$ cat src/rtl/skintone_stream_ctrl_if.sv
// rtl/skintone_stream_ctrl_if.sv - pixel in, datapath and score out streams of skintone_stream_ctrl
interface skintone_stream_ctrl_if;
  logic [23:0] s_pixel;
  logic        s_valid;
  logic        s_ready;
  logic [23:0] dp_pixel;
  logic        dp_pixel_valid;
  logic [7:0]  dp_result;
  logic        dp_result_valid;
  logic [7:0]  m_score;
  logic        m_valid;
  logic        m_ready;

  modport master (
    input  s_pixel, s_valid, dp_result, dp_result_valid, m_ready,
    output s_ready, dp_pixel, dp_pixel_valid, m_score, m_valid
  );

  modport slave (
    output s_pixel, s_valid, dp_result, dp_result_valid, m_ready,
    input  s_ready, dp_pixel, dp_pixel_valid, m_score, m_valid
  );
endinterface

$ cat src/rtl/skintone_stream_ctrl.sv
// rtl/skintone_stream_ctrl.sv - frame sequencer and credit flow control around skintone_datapath
// Define SKINTONE_CTRL_STATS_EN to add the hit_count/hit_valid statistics outputs.
module skintone_stream_ctrl #(
  parameter int DP_LATENCY = 16,
  parameter int FIFO_DEPTH = 32,
  parameter int LEN_W      = 20
`ifdef SKINTONE_CTRL_STATS_EN
  ,
  parameter logic [7:0] SCORE_THRESH = 8'd1
`endif
) (
  input  logic             clk,
  input  logic             rst,
  input  logic             start,
  input  logic [LEN_W-1:0] frame_len,
  output logic             busy,
  output logic             done,
`ifdef SKINTONE_CTRL_STATS_EN
  output logic [LEN_W-1:0] hit_count,
  output logic             hit_valid,
`endif
  skintone_stream_ctrl_if.master bus
);

  localparam int AW = $clog2(FIFO_DEPTH);
  localparam int FW = $clog2(DP_LATENCY + 1);
  localparam int IW = $clog2(DP_LATENCY + 2);
  localparam int SW = AW + 2;
  localparam logic [FW-1:0] FLUSH_LAST = FW'(DP_LATENCY - 1);
  localparam logic [AW:0]   DEPTH_CNT  = (AW+1)'(FIFO_DEPTH);

  typedef enum logic [1:0] {ST_FLUSH, ST_IDLE, ST_RUN, ST_DRAIN} state_t;

  state_t           state_q, state_d;
  logic [FW-1:0]    flush_cnt_q, flush_cnt_d;
  logic [LEN_W-1:0] len_q, len_d;
  logic [LEN_W-1:0] issued_q, issued_d;
  logic [LEN_W-1:0] out_cnt_q, out_cnt_d;
  logic [IW-1:0]    inflight_q, inflight_d;
  logic [AW:0]      wr_ptr_q, wr_ptr_d;
  logic [AW:0]      rd_ptr_q, rd_ptr_d;
  logic             done_q, done_d;
  logic [7:0]       mem [FIFO_DEPTH];

  logic [AW:0] fifo_cnt;
  logic        fifo_empty, fifo_full, credit_ok;
  logic        issue, res_wr, out_fire, last_out, start_ok;

  // Every issued pixel owns a FIFO slot until its score leaves, so a result never overflows.
  assign fifo_cnt   = wr_ptr_q - rd_ptr_q;
  assign fifo_empty = (fifo_cnt == '0);
  assign fifo_full  = (fifo_cnt == DEPTH_CNT);
  assign credit_ok  = (SW'(fifo_cnt) + SW'(inflight_q)) < SW'(FIFO_DEPTH);

  assign bus.s_ready        = !rst && (state_q == ST_RUN) && (issued_q < len_q) && credit_ok;
  assign issue              = bus.s_valid && bus.s_ready;
  assign bus.dp_pixel       = bus.s_pixel;
  assign bus.dp_pixel_valid = issue;

  assign res_wr      = bus.dp_result_valid && (state_q != ST_FLUSH);
  assign bus.m_valid = !fifo_empty && (state_q != ST_FLUSH);
  assign bus.m_score = bus.m_valid ? mem[rd_ptr_q[AW-1:0]] : 8'd0;
  assign out_fire    = bus.m_valid && bus.m_ready;

  assign start_ok = (state_q == ST_IDLE) && start;
  assign last_out = out_fire && (state_q == ST_DRAIN) && (out_cnt_q == len_q - LEN_W'(1));
  assign done     = done_q || last_out;
  assign busy     = (state_q == ST_RUN) || (state_q == ST_DRAIN);

  always_comb begin
    state_d     = state_q;
    flush_cnt_d = flush_cnt_q;
    len_d       = len_q;
    issued_d    = issued_q;
    out_cnt_d   = out_cnt_q;
    inflight_d  = inflight_q;
    done_d      = 1'b0;
    wr_ptr_d    = res_wr ? wr_ptr_q + (AW+1)'(1) : wr_ptr_q;
    rd_ptr_d    = out_fire ? rd_ptr_q + (AW+1)'(1) : rd_ptr_q;

    if (issue)    issued_d  = issued_q + LEN_W'(1);
    if (out_fire) out_cnt_d = out_cnt_q + LEN_W'(1);

    case ({issue, res_wr})
      2'b10:   inflight_d = inflight_q + IW'(1);
      2'b01:   inflight_d = inflight_q - IW'(1);
      default: inflight_d = inflight_q;
    endcase

    case (state_q)
      ST_FLUSH: begin
        // The datapath has no reset; wait out one full pipeline of possibly stale results.
        if (flush_cnt_q == FLUSH_LAST) state_d = ST_IDLE;
        else                           flush_cnt_d = flush_cnt_q + FW'(1);
      end
      ST_IDLE: begin
        if (start) begin
          len_d     = frame_len;
          issued_d  = '0;
          out_cnt_d = '0;
          if (frame_len == '0) done_d  = 1'b1;
          else                 state_d = ST_RUN;
        end
      end
      ST_RUN:   if (issued_q == len_q) state_d = ST_DRAIN;
      ST_DRAIN: if (last_out)          state_d = ST_IDLE;
      default:  state_d = ST_FLUSH;
    endcase
  end

`ifdef SKINTONE_CTRL_STATS_EN
  logic [LEN_W-1:0] hit_count_q, hit_count_d;
  logic             hit_valid_q, hit_valid_d;

  always_comb begin
    hit_count_d = hit_count_q;
    hit_valid_d = hit_valid_q;
    if (out_fire && (bus.m_score >= SCORE_THRESH)) hit_count_d = hit_count_q + LEN_W'(1);
    if (done) hit_valid_d = 1'b1;
    if (start_ok) begin
      hit_count_d = '0;
      hit_valid_d = 1'b0;
    end
  end

  assign hit_count = hit_count_q;
  assign hit_valid = hit_valid_q || done;
`endif

  always_ff @(posedge clk) begin
    if (rst) begin
      state_q     <= ST_FLUSH;
      flush_cnt_q <= '0;
      len_q       <= '0;
      issued_q    <= '0;
      out_cnt_q   <= '0;
      inflight_q  <= '0;
      wr_ptr_q    <= '0;
      rd_ptr_q    <= '0;
      done_q      <= 1'b0;
`ifdef SKINTONE_CTRL_STATS_EN
      hit_count_q <= '0;
      hit_valid_q <= 1'b0;
`endif
    end else begin
      state_q     <= state_d;
      flush_cnt_q <= flush_cnt_d;
      len_q       <= len_d;
      issued_q    <= issued_d;
      out_cnt_q   <= out_cnt_d;
      inflight_q  <= inflight_d;
      wr_ptr_q    <= wr_ptr_d;
      rd_ptr_q    <= rd_ptr_d;
      done_q      <= done_d;
`ifdef SKINTONE_CTRL_STATS_EN
      hit_count_q <= hit_count_d;
      hit_valid_q <= hit_valid_d;
`endif
    end
  end

  always_ff @(posedge clk) begin
    if (res_wr) mem[wr_ptr_q[AW-1:0]] <= bus.dp_result;
  end

  a_no_overflow: assert property (@(posedge clk) disable iff (rst) !(res_wr && fifo_full));
  a_inflight_max: assert property (@(posedge clk) disable iff (rst) inflight_q <= IW'(DP_LATENCY + 1));

endmodule

$ cat src/flat_wrapper.sv
// flat-port wrapper written by rule: the top's interface ports become plain ports
module skintone_stream_ctrl_flat 
#(
  parameter int DP_LATENCY = 16,
  parameter int FIFO_DEPTH = 32,
  parameter int LEN_W      = 20

)
  (clk, rst, start, frame_len, busy, done, bus_s_pixel, bus_s_valid, bus_dp_result, bus_dp_result_valid, bus_m_ready, bus_s_ready, bus_dp_pixel, bus_dp_pixel_valid, bus_m_score, bus_m_valid);
  skintone_stream_ctrl_if bus_i ();
  input  logic clk;
  input  logic rst;
  input  logic start;
  input  logic [LEN_W-1:0] frame_len;
  output logic busy;
  output logic done;
  input wire logic [$bits(bus_i.s_pixel)-1:0] bus_s_pixel;
  input wire logic [$bits(bus_i.s_valid)-1:0] bus_s_valid;
  input wire logic [$bits(bus_i.dp_result)-1:0] bus_dp_result;
  input wire logic [$bits(bus_i.dp_result_valid)-1:0] bus_dp_result_valid;
  input wire logic [$bits(bus_i.m_ready)-1:0] bus_m_ready;
  output wire logic [$bits(bus_i.s_ready)-1:0] bus_s_ready;
  output wire logic [$bits(bus_i.dp_pixel)-1:0] bus_dp_pixel;
  output wire logic [$bits(bus_i.dp_pixel_valid)-1:0] bus_dp_pixel_valid;
  output wire logic [$bits(bus_i.m_score)-1:0] bus_m_score;
  output wire logic [$bits(bus_i.m_valid)-1:0] bus_m_valid;
  assign bus_i.s_pixel = bus_s_pixel;
  assign bus_i.s_valid = bus_s_valid;
  assign bus_i.dp_result = bus_dp_result;
  assign bus_i.dp_result_valid = bus_dp_result_valid;
  assign bus_i.m_ready = bus_m_ready;
  assign bus_s_ready = bus_i.s_ready;
  assign bus_dp_pixel = bus_i.dp_pixel;
  assign bus_dp_pixel_valid = bus_i.dp_pixel_valid;
  assign bus_m_score = bus_i.m_score;
  assign bus_m_valid = bus_i.m_valid;
  skintone_stream_ctrl #(.DP_LATENCY(DP_LATENCY), .FIFO_DEPTH(FIFO_DEPTH), .LEN_W(LEN_W)) u_core (.clk(clk), .rst(rst), .start(start), .frame_len(frame_len), .busy(busy), .done(done), .bus(bus_i));
endmodule
$ cat config.mk
export PLATFORM = sky130hd
export DESIGN_NAME = skintone_stream_ctrl_flat
export DESIGN_NICKNAME = d
export VERILOG_FILES = /design/src/rtl/skintone_stream_ctrl_if.sv /design/src/rtl/skintone_stream_ctrl.sv /design/src/flat_wrapper.sv
export SDC_FILE = /design/constraint.sdc
export NUM_CORES = 1
export LEC_CHECK = 0
export ABC_AREA = 1
export CAP_MARGIN = 10
export CORE_ASPECT_RATIO = 1.2
export CORE_UTILIZATION = 59
export DETAILED_ROUTE_END_ITERATION = 10
export DONT_BUFFER_PORTS = 1
export PLACE_DENSITY = 0.75
export SLEW_MARGIN = 25
export SYNTH_ARGS = -nofsm -noshare
export SYNTH_HDL_FRONTEND = slang
export SYNTH_SLANG_ARGS = --single-unit
$ cat constraint.sdc
create_clock -name clk -period 4.5 [get_ports clk]
set_input_delay 0.225 -clock clk [delete_from_list [all_inputs] [get_ports clk]]
set_output_delay 0.225 -clock clk [all_outputs]
set_load 0.005 [all_outputs]
==> flow_metrics.env, run 1 <==
export IMPL_cts_tree="done"
export IMPL_portBuffers=0
export IMPL_drv_cap=0
export IMPL_layout_cells_most_common_list="nand2_1, edfxtp_1, a21oi_1"
export IMPL_seq_power_share=0.384
export IMPL_cellLeakagePower_nw=6.72
export IMPL_grt_ovfl_total=0
export IMPL_startpoint_type="register"
export IMPL_start_util=0.602
export IMPL_wirelength_um=39300
export IMPL_coreArea_um2=27300
export IMPL_utilization=0.663
export IMPL_area_growth_pct=10.1
export IMPL_grt_first_pass_wirelength_um=61400
export IMPL_htree_levels=2
export IMPL_p_int_mw=6.34
export IMPL_cts_buffers=36
export IMPL_cp_common_cell="nand2_1"
export IMPL_routedWlPerCell_um=19.3
export IMPL_ant_nets=0
export IMPL_drt_pass1_iterations=5
export IMPL_grt_pass1_vias=11700
export IMPL_async_flop_share=0
export IMPL_clkPwrFrac=0.296
export IMPL_cp_end_kind="register"
export IMPL_io_pins=95
export IMPL_nNetsFinal=1780
export IMPL_insertion_delay_ps=530
export IMPL_finalMaxSlewViolations=0
export IMPL_grt_max_degree=101
export IMPL_status="complete, no violations"
export IMPL_required_ps=4900
export IMPL_timing_setup_tns_ps=0
export IMPL_synth_avg_cell_area_um2=9.82
export IMPL_ys_ff_latch=346
export IMPL_fin_skew_ps=22.9
export IMPL_clockBufferDepth=3
export IMPL_syn_nets=1779
export IMPL_final_common_cell="nand2_1"
export IMPL_via_per_inst=5.93
export IMPL_crit_chain="inv_1, ha_1, inv_1, fa_1, nand3_1, nand2_1, nand2_1, nand2_1, ha_1, nor4_2, nand4_1, nor2_1, nand2_1, nor2_4, nand3_4, ha_2, fa_1, a21o_1, a21oi_1, inv_1, a21oi_1, o21ai_0, o21ai_0, a21oi_1"
export IMPL_clock_fmax_ghz=0.249
export IMPL_worstSetupPathType="register to register"
export IMPL_holdCritPathClass="input port to register"
export IMPL_ys_flop_type="edfxtp_1"
export IMPL_finalHoldViolations=0
export IMPL_netlist_area_um2=16400
export IMPL_antenna_found_initial=0
export IMPL_p_per_area_nw_per_um2=546
export IMPL_clock_sinks=346
export IMPL_yosys_warnings=0
export IMPL_synth_edf_count=256
export IMPL_fin_crit_ps=4010
export IMPL_drive_above_1_share=0.0700
export IMPL_setup_viol=0
export IMPL_worst_ep_arrival_time_ps=4410
export IMPL_dieArea_um2=28500
export IMPL_die_h_um=185
export IMPL_gr_usage_all_layers=0.280
export IMPL_min_period_over_period=0.892
export IMPL_synth_distinct_cells=58
export IMPL_crit_family="adder cells"
export IMPL_synth_cells=1672
export IMPL_place_hpwl_um=25400
export IMPL_route_detailed_drc=0
export IMPL_worstMarginPinSlew_ps=1080
export IMPL_cts_root_buf="clkbuf_16"
export IMPL_gp_congestion=0.917
export IMPL_fp_row_count=66
export IMPL_pwr_share_comb=0.320
export IMPL_p_sw_mw=3.54
export IMPL_vdd_drop_max_mv=0.319
export IMPL_switching_share=0.358
export IMPL_slowest_delay_ps=460
export IMPL_diodes=0
export IMPL_first_iter_violations=991
export IMPL_clk_pin_slew_ps=60
export IMPL_slowest_stage="fa_1"
export IMPL_die_w_um=154
export IMPL_yosysSeqAreaShare=0.578
export IMPL_vias=12100
export IMPL_cp_num_buf_inv=3
export IMPL_rsz0062_at_grt="no"
export IMPL_crit_fanout=6
export IMPL_maxSlewHeadroom=0.281
## cell families (layout without fill, tap and decap cells)
| group | Yosys count | in the layout | synth area share |
|---|---|---|---|
| compound gates | 338 | 338 | 0.123 |
| xor+xnor | 38 | 38 | 0.0207 |
| fa+ha+maj | 49 | 49 | 0.0383 |
| buf+inv | 226 | 253 | 0.0614 |
| flops | 346 | 346 | 0.578 |
| simple gates | 675 | 675 | 0.178 |
## worst reg2reg max path, stage by stage (launching register included)
cell     delay (ps)
dfxtp_1         330
inv_1           160
ha_1            190
inv_1            70
fa_1            450
nand3_1         110
nand2_1          60
nand2_1          80
nand2_1          60
ha_1            200
nor4_2          120
nand4_1         100
nor2_1           90
nand2_1          90
nor2_4          140
nand3_4         110
ha_2            250
fa_1            460
a21o_1          190
a21oi_1         110
inv_1            60
a21oi_1         100
o21ai_0         120
o21ai_0         200
a21oi_1          60
## power groups by stage
| stage | clock network, mW | registers, mW | logic (mW) |
|---|---|---|---|
| after floorplan | 0 | 3.74 | 2.43 |
| after global placement | 0 | 3.86 | 2.97 |
| after detailed placement | 0 | 3.86 | 3.05 |
| after CTS | 2.95 | 3.79 | 3.15 |
| after global routing | 3.09 | 3.81 | 3.53 |
| final | 2.93 | 3.79 | 3.16 |
## sequential cells by signal, summed over array words and instances, names as in the netlist, named ones only
name / count
u_core.done_q: 1
u_core.flush_cnt_q: 5
u_core.inflight_q: 5
u_core.issued_q: 20
u_core.len_q: 20
u_core.mem: 256
u_core.out_cnt_q: 20
u_core.rd_ptr_q: 6
u_core.state_q: 2
u_core.wr_ptr_q: 6
## metrics by stage
| step | hold WS, ps | cell area [um2] | std cells | setup WS, ps | total power, mW |
|---|---|---|---|---|---|
| 4_1_cts | 0.418 | 18100 | 2036 | 264 | 9.89 |
| 5_1_grt | 7.59 | 18100 | 2039 | 103 | 10.4 |
| 3_3_place_gp | 303 | 16500 | 1937 | 436 | 6.82 |
| 2_1_floorplan | 319 | 16400 | 1672 | 600 | 6.17 |
| 6_report | 15.6 | 18100 | 2039 | 488 | 9.88 |
| 3_5_place_dp | 304 | 16500 | 1937 | 279 | 6.91 |
## routing by layer
layer,up-vias,track usage,part of all wire
met5,-,0,0
met3,111,0.0473,0.066
met4,0,0.131,0.044
met1,5705,0.325,0.38
li1,5807,-,-
met2,474,0.507,0.51
## worst paths after layout
path | from | to | slack, ps | depth (start not counted)
max | u_core.wr_ptr_q[0] | u_core.inflight_q[4] | 490 | 24
min reg2reg | u_core.flush_cnt_q[3] | u_core.flush_cnt_q[3] | 470 | 2
max reg2reg | u_core.wr_ptr_q[0] | u_core.inflight_q[4] | 490 | 24
min | bus_dp_result[2] | u_core.mem[15][2] | 20 | 1
## synth_stat cells (3+ instances only)
cell        n  area [um2]
a32o_1      6        60.1
buf_2      18        90.1
nor4_1      8        50.1
nand3_1    75         375
a211oi_1    7        52.6
o21ai_1     6        30.0
clkbuf_1   36         135
dfxtp_1    90        1800
nor3_1     20         100
a221o_1     4        40.0
ha_1       47         588
buf_4      26         195
nor2_1    145         544
nor2_4      5        56.3
inv_1     127         477
a221oi_1   14         123
nand3b_1    5        37.5
buf_1      11        41.3
o31ai_1    12        90.1
o21bai_1    6        45.0
a22oi_1    16         120
nand4_1    18         113
buf_6       3        33.8
xnor2_1     9        78.8
edfxtp_1  256        7690
o211ai_1   19         143
o22ai_1     8        50.1
nand2_1   372        1400
o311ai_0   10        87.6
nand3_2     5        50.1
nand2_2     5        31.3
o21ai_0    51         255
a21oi_1   168         841
xor2_1     28         245
## repair_timing
item                       4_1_cts  5_1_grt
setup endpoints to repair        0        1
hold endpoints to repair       293        1
hold buffers                    35        1
buffers inserted                 0        2
resized for setup                0        1
## layout make-up
cell class	count	area [um2]
clock buffer	41	920
sequential	346	9490
timing repair buffer	58	588
clock inverter	23	233
multi-input combinational	1100	5920
inverter	131	499
tap	340	425
fill	2074	9170
Power figures use the tool's default switching activity.
==> run 2, diff against run 1 <==
--- a/config.mk
+++ b/config.mk
@@ -5,7 +5,6 @@
 export SDC_FILE = /design/constraint.sdc
 export NUM_CORES = 1
 export LEC_CHECK = 0
-export ABC_AREA = 1
 export CAP_MARGIN = 10
 export CORE_ASPECT_RATIO = 1.2
 export CORE_UTILIZATION = 59
==> run 2 against run 1 <==
Effect of this change: via count decreased by 25%; combinational power decreased by 90%; routed wire length decreased by 12%; power decreased by 32%; critical path depth decreased by 4; first-iteration DRC count decreased by 24%; clock power increased by 2%; flip-flop and latch count unchanged; critical path type unchanged; highest routed layer unchanged.
==> flow_metrics.env, run 2 <==
export IMPL_startpoint="u_core.wr_ptr_q[0]"
export IMPL_startpoint_type="register"
export IMPL_die_w_um=150
export IMPL_largest_reg_flops=256
export IMPL_cellLeakagePower_nw=5.71
export IMPL_maxSlewHeadroom=0.349
export IMPL_ys_ff_latch=346
export IMPL_ys_top_cells_by_count="edfxtp_1, nor2_1, dfxtp_1"
export IMPL_drt_pass1_iterations=5
export IMPL_worstReg2RegStart="u_core.wr_ptr_q[0]"
export IMPL_cp_common_cell="a21oi_2"
export IMPL_gp_congestion=0.869
export IMPL_setup_viol=0
export IMPL_p_total_mw=6.76
export IMPL_worstMarginPinSlew_ps=969
export IMPL_finalMaxSlewViolations=0
export IMPL_synth_distinct_cells=64
export IMPL_hp_start="rst"
export IMPL_portBuffers=0
export IMPL_layout_cells_most_common_list="edfxtp_1, nor2_1, dfxtp_1"
export IMPL_cts_root_buf="clkbuf_16"
export IMPL_routedWlPerCell_um=23.5
export IMPL_grt_pass1_vias=9353
export IMPL_fillerInstances=1714
export IMPL_grt_max_degree=61
export IMPL_ant_nets=0
export IMPL_htree_levels=2
export IMPL_cts_tree="done"
export IMPL_fin_crit_ps=4280
export IMPL_timing_setup_tns_ps=0
export IMPL_min_period_over_period=0.950
export IMPL_wirelength_um=34500
export IMPL_multi_input_area_um2=5510
export IMPL_vdd_drop_max_mv=0.409
export IMPL_cp_end_kind="register"
export IMPL_via_per_inst=6.21
export IMPL_worstSetupPathType="register to register"
export IMPL_nNetsFinal=1217
export IMPL_diodes=0
export IMPL_synth_edf_count=256
export IMPL_io_pins=95
export IMPL_dieArea_um2=26900
export IMPL_netlist_top_cell_by_area="edfxtp_1"
export IMPL_slowest_delay_ps=480
export IMPL_synth_area_leaders="edfxtp_1, dfxtp_1, mux4_2"
export IMPL_finalHoldViolations=0
export IMPL_post_synth_top_count_cell="edfxtp_1"
export IMPL_antenna_found_initial=0
export IMPL_crit_fanout=5
export IMPL_first_iter_violations=754
export IMPL_worst_ep_arrival_time_ps=4730
export IMPL_drive_above_1_share=0.159
export IMPL_gr_usage_all_layers=0.265
export IMPL_clockBufferDepth=3
export IMPL_route_detailed_drc=0
export IMPL_grt_first_pass_wirelength_um=53100
export IMPL_status="complete, no violations"
export IMPL_clk_pin_slew_ps=60
export IMPL_syn_nets=1208
export IMPL_fin_skew_ps=29.6
export IMPL_async_flop_share=0
export IMPL_start_util=0.605
export IMPL_area_growth_pct=11.2
export IMPL_netlist_area_um2=15500
export IMPL_place_hpwl_um=21500
export IMPL_grt_ovfl_total=0
export IMPL_final_common_cell="edfxtp_1"
export IMPL_p_per_area_nw_per_um2=392
export IMPL_ys_flop_type="edfxtp_1"
export IMPL_utilization=0.673
export IMPL_coreArea_um2=25600
export IMPL_yosys_warnings=0
export IMPL_crit_chain="inv_2, ha_1, inv_1, fa_2, a21o_1, a21oi_2, xnor2_2, ha_1, or4b_1, a21oi_2, o2111a_1, and3_4, inv_2, ha_4, fa_2, a21o_1, a21oi_2, xor2_1, or3_1, a21oi_1"
export IMPL_clock_fmax_ghz=0.234
export IMPL_clock_sinks=346
export IMPL_slowest_stage="or4b_1"
export IMPL_synth_top_area_share=0.496
export IMPL_vias=9106
export IMPL_yosysSeqAreaShare=0.612
export IMPL_fp_row_count=64
export IMPL_drv_cap=0
export IMPL_rsz0062_at_grt="no"
export IMPL_cts_buffers=35
export IMPL_holdCritPathClass="input port to register"
export IMPL_synth_cells=1101
export IMPL_die_h_um=180
export IMPL_required_ps=4950
export IMPL_synth_avg_cell_area_um2=14.1
export IMPL_register_area_um2=9500
export IMPL_insertion_delay_ps=530
## run 2: cell types whose count changed after synthesis, sizes merged, moves of 12 or more
cell	previous run	this run
mux4	0	80
nand3	81	35
a21oi	170	41
o21ai	57	39
or4	0	18
nand2	379	53
buf	59	43
nor2	152	106
inv	129	46
mux2i	0	12
xnor2	9	27
a22oi	16	0
o211ai	19	2
a221oi	14	2
## run 2: what timing repair did
item                                    4_1_cts  5_1_grt
resized for setup                             0        5
buffers inserted                              0        0
hold endpoints to repair                    307        0
hold buffers                                 37        0
endpoints found under the setup margin        0        1
## run 2: where the power goes
group / switching, mW / total, mW / internal, mW
clock network: 1.23 / 3.00 / 1.77
registers: 0.0215 / 3.46 / 3.44
logic: 0.177 / 0.301 / 0.124
## run 2: metal layers
metal | vias to the layer above | share of wire | GRT usage
met2 | 348 | 0.52 | 0.465
met5 | - | 0 | 0
met4 | 0 | 0.032 | 0.0933
met1 | 4551 | 0.38 | 0.326
li1 | 4143 | - | -
met3 | 64 | 0.069 | 0.0487
## run 2: worst paths after layout
| path | to | slack [ps] | cells after the start |
|---|---|---|---|
| worst max-delay path | u_core.inflight_q[4] | 220 | 20 |
| worst min-delay path | u_core.len_q[17] | 40 | 3 |
| worst max register to register | u_core.inflight_q[4] | 220 | 20 |
| worst min register to register | u_core.issued_q[0] | 490 | 2 |
## run 2: area by class of cell
type                       count  area share
clock inverter                15      0.0121
multi-input combinational    636       0.320
timing repair buffer          45      0.0266
inverter                      46      0.0100
sequential                   346       0.551
clock buffer                  48      0.0567
tap                          330      0.0240
## run 2: logic make-up after synthesis
logic type / after synthesis / synth area share
adder cells (fa/ha/maj): 49 / 0.0405
XOR/XNOR: 65 / 0.0367
AO/OA/AOI/OAI: 122 / 0.0476
multiplexers: 95 / 0.126
buffers and inverters: 119 / 0.0365
flip-flops: 346 / 0.612
AND/OR/NAND/NOR: 305 / 0.101
## run 2: critical path, delay by kind of cell, from the launching register on
kind	cells	cell delay [ps]
fa+ha+maj	5	1320
compound gates	7	1200
simple gates	3	980
flops	1	320
buf+inv	3	190
xor+xnor	2	190
## run 2: through the flow
stage / worst slack (ps) / area, um2 / std cells / hold slack (ps)
2_1_floorplan: 57.8 / 15500 / 1101 / 324
3_5_place_dp: 178 / 15600 / 1366 / 301
5_1_grt: 5.44 / 17200 / 1466 / 52.8
6_report: 224 / 17200 / 1466 / 39.7
4_1_cts: 87.3 / 17200 / 1466 / 47.5
3_3_place_gp: 278 / 15600 / 1366 / 300
==> run 3, diff against run 2 <==
--- a/config.mk
+++ b/config.mk
@@ -8,6 +8,7 @@
 export CAP_MARGIN = 10
 export CORE_ASPECT_RATIO = 1.2
 export CORE_UTILIZATION = 59
+export CTS_BUF_LIST = sky130_fd_sc_hd__clkbuf_8
 export DETAILED_ROUTE_END_ITERATION = 10
 export DONT_BUFFER_PORTS = 1
 export PLACE_DENSITY = 0.75
==> run 3 against run 2 <==
Effect of this change: sequential share of layout area up 0.26 points; clock skew decreased by 3.6 ps; clock power decreased by 11%; die area unchanged; register-to-register slack better by 20 ps; via count grew 0.46%; cell count grew 2.5%; flip-flop and latch count is the same; design area shrank 0.46%; sequential power about the same; critical path type unchanged; critical endpoint unchanged; largest cell class unchanged.
==> flow_metrics.env, run 3 (synthesis gave the netlist of run 2 again) <==
export IMPL_cp_num_buf_inv=3
export IMPL_largest_reg_flops=256
export IMPL_drt_pass1_iterations=5
export IMPL_via_per_inst=6.09
export IMPL_cp_common_cell="a21oi_2"
export IMPL_worst_ep_arrival_time_ps=4770
export IMPL_hp_start="bus_s_valid"
export IMPL_wirelength_um=33600
export IMPL_final_common_cell="edfxtp_1"
export IMPL_io_pins=95
export IMPL_rrSetupSlack_ps=240
export IMPL_coreArea_um2=25600
export IMPL_status="complete, no violations"
export IMPL_vdd_drop_max_mv=0.367
export IMPL_finalHoldViolations=0
export IMPL_min_period_over_period=0.946
export IMPL_grt_max_degree=61
export IMPL_setup_viol=0
export IMPL_clockBufferDepth=3
export IMPL_diodes=0
export IMPL_final_cell_area_um2=17200
export IMPL_clk_pin_slew_ps=70
export IMPL_cts_buffers=53
export IMPL_grt_ovfl_total=0
export IMPL_crit_family="adder cells"
export IMPL_dp_cells=1366
export IMPL_layout_cells_most_common_list="edfxtp_1, nor2_1, dfxtp_1"
export IMPL_first_iter_violations=618
export IMPL_dpl_cell_area_um2=15600
export IMPL_insertion_delay_ps=580
export IMPL_nNetsFinal=1237
export IMPL_dieArea_um2=26900
export IMPL_p_total_mw=6.42
export IMPL_rsz0062_at_grt="no"
export IMPL_holdCritPathClass="input port to register"
export IMPL_htree_levels=2
export IMPL_startpoint_type="register"
export IMPL_worstMarginPinSlew_ps=978
export IMPL_fillerInstances=1768
export IMPL_maxSlewHeadroom=0.343
export IMPL_slowest_delay_ps=480
export IMPL_cts_root_buf="clkbuf_8"
export IMPL_grt_first_pass_wirelength_um=51000
export IMPL_antenna_found_initial=1
export IMPL_gp_congestion=0.869
export IMPL_clock_fmax_ghz=0.235
export IMPL_start_util=0.605
export IMPL_fin_skew_ps=26.0
export IMPL_area_growth_pct=10.6
export IMPL_ant_nets=0
export IMPL_fin_crit_ps=4260
export IMPL_worstSetupPathType="register to register"
export IMPL_timing_setup_tns_ps=0
export IMPL_die_h_um=180
export IMPL_worstReg2RegStart="u_core.wr_ptr_q[0]"
export IMPL_slowest_stage="or4b_1"
export IMPL_drv_cap=0
export IMPL_die_w_um=150
export IMPL_clock_sinks=346
export IMPL_drive_above_1_share=0.177
export IMPL_crit_chain="inv_2, ha_1, inv_1, fa_2, a21o_1, a21oi_2, xnor2_2, ha_1, or4b_1, a21oi_2, o2111a_1, and3_4, inv_2, ha_4, fa_2, a21o_1, a21oi_2, xor2_1, or3_1, a21oi_1"
export IMPL_startpoint="u_core.wr_ptr_q[0]"
export IMPL_route_detailed_drc=0
export IMPL_p_per_area_nw_per_um2=374
export IMPL_required_ps=5010
export IMPL_cp_end_kind="register"
export IMPL_vias=9148
export IMPL_fp_row_count=64
export IMPL_cts_tree="done"
export IMPL_portBuffers=0
export IMPL_finalMaxSlewViolations=0
export IMPL_cellLeakagePower_nw=5.74
export IMPL_place_hpwl_um=21500
export IMPL_crit_fanout=5
export IMPL_grt_pass1_vias=9484
export IMPL_gr_usage_all_layers=0.254
export IMPL_routedWlPerCell_um=22.4
export IMPL_layout_cells_non_filler=1502
-- run 3: cell types whose count changed in the layout (fill, tap and decap cells not counted) --
cell / previous run / this run
clkinv_2: 3 / 8
clkinv_1: 6 / 14
dlygate4sd3_1: 28 / 30
inv_8: 0 / 2
clkbuf_8: 1 / 59
clkbuf_1: 10 / 0
inv_16: 1 / 0
clkbuf_16: 37 / 0
inv_1: 44 / 54
clkinv_16: 1 / 0
-- run 3: repair_timing --
action	CTS	global route
hold endpoints to repair	307	2
resized for setup	0	5
hold buffers	38	1
buffers inserted	0	0
setup endpoints to repair	0	1
-- run 3: area by class of cell --
| class | instances | area (um2) | area share |
|---|---|---|---|
| Multi-Input combinational cell | 636 | 5510 | 0.321 |
| Clock inverter | 38 | 273 | 0.0159 |
| Timing Repair Buffer | 47 | 478 | 0.0279 |
| Sequential cell | 346 | 9500 | 0.554 |
| Tap cell | 330 | 413 | 0.0241 |
| Clock buffer | 59 | 812 | 0.0473 |
| Inverter | 46 | 173 | 0.0101 |
-- run 3: per-stage QoR --
step,utilization,worst slack (ps),hold WS (ps)
floorplan,-,57.8,324
CTS,0.669,132,77.4
global placement,0.610,278,300
finish,0.669,244,81.7
detailed placement,0.610,178,301
global route,0.669,3.19,71.4
-- run 3: layer usage --
| layer | vias to the layer above | global-route usage | share of wire |
|---|---|---|---|
| met2 | 333 | 0.442 | 0.51 |
| met1 | 4535 | 0.302 | 0.39 |
| met3 | 77 | 0.0635 | 0.070 |
| li1 | 4201 | - | - |
| met4 | 2 | 0.0949 | 0.031 |
| met5 | - | 0 | 0.00036 |
-- run 3: report_power, final --
group | switching [mW] | leakage (nW) | internal, mW | total, mW
Combinational | 0.177 | 2.12 | 0.125 | 0.302
Clock | 1.22 | 0.599 | 1.44 | 2.66
Sequential | 0.0215 | 3.03 | 3.44 | 3.46
-- run 3: worst register-to-register path: stages, from the launching register on --
cell,delay (ps)
dfxtp_1,320
inv_2,70
ha_1,150
inv_1,60
fa_2,390
a21o_1,170
a21oi_2,170
xnor2_2,110
ha_1,200
or4b_1,480
a21oi_2,120
o2111a_1,220
and3_4,200
inv_2,50
ha_4,180
fa_2,400
a21o_1,200
a21oi_2,140
xor2_1,80
or3_1,310
a21oi_1,150
-- run 3: path summary, 6_finish.rpt --
check | to | cells past startpoint
setup / recovery | u_core.inflight_q[4] | 20
hold / removal | u_core.issued_q[1] | 4
setup reg to reg | u_core.inflight_q[4] | 20
hold reg to reg | u_core.issued_q[0] | 2
